### config.mk
export PLATFORM = sky130hd
export DESIGN_NAME = arbitro_rr_mux4a1_flat
export DESIGN_NICKNAME = d
export VERILOG_FILES = /design/src/rtl/arbitro_rr_mux4a1_if.sv /design/src/rtl/arbitro_rr_mux4a1.sv /design/src/flat_wrapper.sv
export SDC_FILE = /design/constraint.sdc
export NUM_CORES = 1
export LEC_CHECK = 0
export CAP_MARGIN = 10
export CORE_UTILIZATION = 40
export DETAILED_ROUTE_END_ITERATION = 8
export PLACE_DENSITY_LB_ADDON = 0.25
export SYNTH_ARGS = -nofsm -noshare
export SYNTH_HDL_FRONTEND = slang
export SYNTH_SLANG_ARGS = --single-unit
### constraint.sdc
create_clock -name clk_4f -period 1.99 [get_ports clk_4f]
set_input_delay 0.199 -clock clk_4f [delete_from_list [all_inputs] [get_ports clk_4f]]
set_output_delay 0.199 -clock clk_4f [all_outputs]
set_load 0.005 [all_outputs]
### src/rtl/arbitro_rr_mux4a1_if.sv
// arbitro_rr_mux4a1_if: lane inputs, pops and registered output stage of the round-robin mux scheduler
interface arbitro_rr_mux4a1_if #(parameter int BW = 8);
    logic          valid0, valid1, valid2, valid3;
    logic [BW-1:0] data_in0, data_in1, data_in2, data_in3;
    logic          ready_out;
    logic          pop0, pop1, pop2, pop3;
    logic          validout;
    logic [BW-1:0] dataout;
    logic          selectorL1, selectorL2;
    logic [1:0]    lane_id;
    logic [7:0]    cuenta;

    modport master (
        output valid0, valid1, valid2, valid3, data_in0, data_in1, data_in2, data_in3, ready_out,
        input  pop0, pop1, pop2, pop3, validout, dataout, selectorL1, selectorL2, lane_id, cuenta
    );
    modport slave (
        input  valid0, valid1, valid2, valid3, data_in0, data_in1, data_in2, data_in3, ready_out,
        output pop0, pop1, pop2, pop3, validout, dataout, selectorL1, selectorL2, lane_id, cuenta
    );
endinterface

### src/rtl/arbitro_rr_mux4a1.sv
// arbitro_rr_mux4a1: round-robin pick of four valid lanes into a one-entry valid/ready output stage
module arbitro_rr_mux4a1 #(parameter int BW = 8) (
    input logic                clk_4f,
    input logic                reset_L,
    arbitro_rr_mux4a1_if.slave bus
);
    localparam logic [0:0] VACIO = 1'b0;
    localparam logic [0:0] LLENO = 1'b1;

    logic [0:0]    state_q, state_d;
    logic [BW-1:0] dataout_q, dataout_d;
    logic [1:0]    lane_q, lane_d, ptr_q, ptr_d, grant;
    logic [7:0]    cuenta_q, cuenta_d;
    logic [3:0]    valid, pop;
    logic [BW-1:0] data [4];
    logic          any_v, load;

    assign valid   = {bus.valid3, bus.valid2, bus.valid1, bus.valid0};
    assign data[0] = bus.data_in0;
    assign data[1] = bus.data_in1;
    assign data[2] = bus.data_in2;
    assign data[3] = bus.data_in3;

    // Scan farthest-first so the nearest valid lane after ptr wins.
    always_comb begin
        grant = ptr_q;
        for (int k = 4; k >= 1; k--)
            if (valid[2'(ptr_q + 2'(k))]) grant = 2'(ptr_q + 2'(k));
    end

    assign any_v = |valid;
    assign load  = reset_L && any_v && (state_q == VACIO || bus.ready_out);
    assign pop   = load ? 4'b0001 << grant : 4'b0000;

    always_comb begin
        state_d   = load ? LLENO : (bus.ready_out ? VACIO : state_q);
        dataout_d = load ? data[grant] : dataout_q;
        lane_d    = load ? grant : lane_q;
        ptr_d     = load ? grant : ptr_q;
        cuenta_d  = cuenta_q + {7'b0, state_q == LLENO && bus.ready_out};
    end

    always_ff @(posedge clk_4f or negedge reset_L) begin
        if (!reset_L) begin
            state_q   <= VACIO;
            dataout_q <= '0;
            lane_q    <= 2'd0;
            ptr_q     <= 2'd3;
            cuenta_q  <= 8'd0;
        end else begin
            state_q   <= state_d;
            dataout_q <= dataout_d;
            lane_q    <= lane_d;
            ptr_q     <= ptr_d;
            cuenta_q  <= cuenta_d;
        end
    end

    assign {bus.pop3, bus.pop2, bus.pop1, bus.pop0} = pop;
    assign bus.validout   = state_q;
    assign bus.dataout    = dataout_q;
    assign bus.lane_id    = lane_q;
    assign bus.selectorL1 = lane_q[0];
    assign bus.selectorL2 = lane_q[1];
    assign bus.cuenta     = cuenta_q;
endmodule
### src/flat_wrapper.sv
// flat-port wrapper written by rule: the top's interface ports become plain ports
module arbitro_rr_mux4a1_flat 
#(parameter int BW = 8)
  (clk_4f, reset_L, bus_valid0, bus_valid1, bus_valid2, bus_valid3, bus_data_in0, bus_data_in1, bus_data_in2, bus_data_in3, bus_ready_out, bus_pop0, bus_pop1, bus_pop2, bus_pop3, bus_validout, bus_dataout, bus_selectorL1, bus_selectorL2, bus_lane_id, bus_cuenta);
  arbitro_rr_mux4a1_if #(.BW(BW)) bus_i ();
  input logic clk_4f;
  input logic reset_L;
  input wire logic [$bits(bus_i.valid0)-1:0] bus_valid0;
  input wire logic [$bits(bus_i.valid1)-1:0] bus_valid1;
  input wire logic [$bits(bus_i.valid2)-1:0] bus_valid2;
  input wire logic [$bits(bus_i.valid3)-1:0] bus_valid3;
  input wire logic [$bits(bus_i.data_in0)-1:0] bus_data_in0;
  input wire logic [$bits(bus_i.data_in1)-1:0] bus_data_in1;
  input wire logic [$bits(bus_i.data_in2)-1:0] bus_data_in2;
  input wire logic [$bits(bus_i.data_in3)-1:0] bus_data_in3;
  input wire logic [$bits(bus_i.ready_out)-1:0] bus_ready_out;
  output wire logic [$bits(bus_i.pop0)-1:0] bus_pop0;
  output wire logic [$bits(bus_i.pop1)-1:0] bus_pop1;
  output wire logic [$bits(bus_i.pop2)-1:0] bus_pop2;
  output wire logic [$bits(bus_i.pop3)-1:0] bus_pop3;
  output wire logic [$bits(bus_i.validout)-1:0] bus_validout;
  output wire logic [$bits(bus_i.dataout)-1:0] bus_dataout;
  output wire logic [$bits(bus_i.selectorL1)-1:0] bus_selectorL1;
  output wire logic [$bits(bus_i.selectorL2)-1:0] bus_selectorL2;
  output wire logic [$bits(bus_i.lane_id)-1:0] bus_lane_id;
  output wire logic [$bits(bus_i.cuenta)-1:0] bus_cuenta;
  assign bus_i.valid0 = bus_valid0;
  assign bus_i.valid1 = bus_valid1;
  assign bus_i.valid2 = bus_valid2;
  assign bus_i.valid3 = bus_valid3;
  assign bus_i.data_in0 = bus_data_in0;
  assign bus_i.data_in1 = bus_data_in1;
  assign bus_i.data_in2 = bus_data_in2;
  assign bus_i.data_in3 = bus_data_in3;
  assign bus_i.ready_out = bus_ready_out;
  assign bus_pop0 = bus_i.pop0;
  assign bus_pop1 = bus_i.pop1;
  assign bus_pop2 = bus_i.pop2;
  assign bus_pop3 = bus_i.pop3;
  assign bus_validout = bus_i.validout;
  assign bus_dataout = bus_i.dataout;
  assign bus_selectorL1 = bus_i.selectorL1;
  assign bus_selectorL2 = bus_i.selectorL2;
  assign bus_lane_id = bus_i.lane_id;
  assign bus_cuenta = bus_i.cuenta;
  arbitro_rr_mux4a1 #(.BW(BW)) u_core (.clk_4f(clk_4f), .reset_L(reset_L), .bus(bus_i));
endmodule
==> flow_metrics.tcl <==
set metrics [dict create \
    synthCells 128 \
    p_seq_share_pct 32.2 \
    cp_slowest_stage_delay_ns 0.57 \
    cts_max_level 1 \
    crit_fanout 3 \
    drv_slew 0 \
    setup_violations 3 \
    avgSynthCellArea_um2 11.0 \
    syn_area_mm2 0.00141 \
    place_congestion 0.774 \
    synth.area.top_cells "dfrtp_1 34%, o211ai_2 7.1%, a21o_4 6.4%, mux2i_1 5.7%, o31ai_1 4.3%" \
    syn-num-nets 169 \
    drtIter0Drc 37 \
    p_int_uw 1470 \
    required_ns 1.79 \
    wl_um 4100 \
    area_delta_synth_final_pct 63.2 \
    path_cells "nand2b_4 > nor2_4 > or4_4 > nor2_1 > buf_2" \
    hold_buffers 0 \
    vdd_drop_max_mv 0.644 \
    ioPinCount 64 \
    p_total_uw 2280 \
    dp_hpwl_um 2970 \
    dr_total_vias 1336 \
    ys_types 36 \
    grt_pass1_vias 1335 \
    p_per_area_mw_per_mm2 992 \
    cp_top_family "simple AND/OR/NAND/NOR gates" \
    num_rows 21 \
    grt_antenna_before_repair 0 \
    diodes 0 \
    die_h_um 61.3 \
    clock_path_buffers 2 \
    drc 0 \
    clk_pin_slew_ns 0.13 \
    rsz0062_at_grt "yes" \
    fin_ws_ns -0.0578 \
    die-area_mm2 0.00376 \
    dp_worst_setup_slack_ns -0.349 \
    cts_tree "yes" \
    critPathKind "reg2out" \
    grtUsageTotal_pct 22.0 \
    wl_per_cell_um 16.0 \
    grt_busiest_layer "met2" \
    stdcell_count 257 \
    r2r_slack_ns 0.04 \
    met1_usage_pct 27.6 \
    ys.warnings.count 0 \
    grt_pass1_wl_um 5980 \
    viasPerCell 5.20 \
    dp_cells 245 \
    dr.pass1.iters 4 \
    grt_max_degree 23 \
    p_sw_uw 808 \
    arrival_ns 1.85 \
    clkPwrFrac_pct 9.7 \
    finalHoldViolCount 0 \
    netlist.area_leader.share_pct 33.8 \
    worstSkewPairLatency_ns 0.31 \
    reg2reg_to "u_core.bus.dataout[4]" \
    ys_ff_latch 21 \
    ys_seq_area_share_pct 37.5 \
    met2_usage_pct 37.3 \
    violations "setup timing" \
    period_share_pct 103 \
    tightest_slew_ns 0.347 \
    status "finished, violations left" \
    synth_top_cell_by_area "dfrtp_1" \
    fmax_mhz 488 \
    swShare_pct 35.4 \
    reg2regPathDepth 9 \
    portBuffers 63 \
    p_comb_share_pct 58.2 \
    use_met3_pct 3.99 \
    root_buffer "clkbuf_4" \
    cap_violations 0 \
    nets 253 \
    worst_setup_path_start_kind "flip-flop" \
    grt_overflow_total 0 \
    r2r_start "u_core.ptr_q[0]" \
    min_path_type "in2async" \
    initial_core_util_pct 41.9 \
    cp_slowest_cell "or4_4" \
    drtAntennaViolNets 0 \
    slew_headroom_pct 76.8 \
    p_leak_uw 0.000979 \
    core_area_mm2 0.00336 \
    cp-end-kind "output port" \
    min_period_ns 2.05 \
    cts_buffers 3 \
    critPathBufInv 1 \
    die_w_um 61.3 \
    fin_skew_ns 0.00778 \
    drive_gt1_share_pct 33.2 \
    clock_sinks 21 \
]
cell type report:
cell class,count,area [um2]
multi-input combinational,97,853
tap,46,57.6
fill,293,1070
clock inverter,1,7.51
inverter,1,3.75
clock buffer,3,22.5
timing repair buffer,88,825
sequential,21,528
power groups by stage:
stage	Clock [uW]	Combinational, uW	Sequential (uW)
3_3_place_gp	0	1110	726
5_1_grt	246	1420	754
3_5_place_dp	0	1140	738
6_report	221	1330	733
2_1_floorplan	0	572	734
4_1_cts	226	1250	728
state kept, by name, summed over array words and instances, names as in the netlist:
signal               cells
u_core.bus.cuenta        8
u_core.bus.dataout       8
u_core.bus.validout      1
u_core.bus.lane_id       2
u_core.ptr_q             2
per-stage QoR:
stage	utilization, %	area, um2	hold slack, ns	TNS [ns]
floorplan	-	1410	-0.0966	0
detailed placement	63.4	2130	0.467	-1.90
global placement	63.4	2130	0.466	-1.39
CTS	66.2	2230	0.375	-0.147
finish	68.3	2300	0.374	-0.0997
global route	68.3	2300	0.388	-0.543
placed cells by master (no fill, tap or decap), types with 3 or more instances in the layout:
master	netlist	final
nand4_1	9	9
nand3_1	3	3
mux2i_1	8	5
nand2_1	11	10
clkdlybuf4s50_1	0	59
a21o_4	6	6
o211ai_2	8	8
nor2_1	6	4
nand2b_1	5	3
buf_6	5	5
clkbuf_4	0	3
a21o_1	3	3
xnor2_1	4	4
o31ai_1	8	8
dfrtp_1	19	19
buf_2	0	4
buf_4	2	19
worst max path at each step:
stage	endpoint	cells after the start	startpoint
global route	bus_pop3	8	u_core.ptr_q[1]
finish	bus_pop3	5	u_core.ptr_q[0]
detailed placement	bus_pop2	6	bus_valid0
global placement	bus_pop3	6	bus_valid0
CTS	bus_pop2	5	u_core.ptr_q[0]
floorplan	bus_pop2	6	u_core.ptr_q[0]
synthesized netlist by cell type:
cell type,n
a21oi_2,1
nor2_1,6
dfrtp_1,19
buf_1,1
nand3_1,3
or2_1,2
and3_4,1
a21o_4,6
o31ai_4,1
buf_8,1
buf_6,5
xnor2_1,4
a21o_1,3
a21boi_1,1
and3_1,2
o211ai_2,8
nand4_1,9
nand2b_1,5
a21bo_2,1
inv_2,1
a21oi_1,3
and4_1,1
xor2_1,2
nor3_4,1
ha_1,2
o21a_1,2
and2_1,1
o31ai_1,8
nand2_1,11
mux2i_1,8
o21ai_0,1
nor2_2,1
nand3_2,1
buf_4,2
dfstp_2,2
or4_4,2
tightest hold or removal path, stage by stage:
cell and delay, ns:
clkdlybuf4s50_1 0.49, buf_4 0.12, buf_4 0.28
per-layer routing:
metal | up-vias | wire (um)
li1 | 636 | -
met1 | 654 | 1790
met2 | 42 | 2090
met3 | 4 | 188
met4 | 0 | 42
met5 | - | 0
logic make-up (layout without fill, tap and decap cells):
kind of cell	Yosys count	count (layout)	share of synthesized area, %
and+or+nand+nor	46	46	19.4
adders and majority gates	2	2	1.78
xor gates and xnor gates	6	6	3.73
muxes	8	8	5.69
AOI/OAI and AO/OA	35	35	25.2
DFF	21	21	37.5
buffers and inverters	10	93	6.67
timing repair:
item / 4_1_cts / 5_1_grt
gates resized for setup: 22 / 16
buffers inserted: 7 / 1
pin swaps: 7 / 7
setup endpoints to repair: 4 / 12
Note: power is estimated with default switching activity, not from simulation.
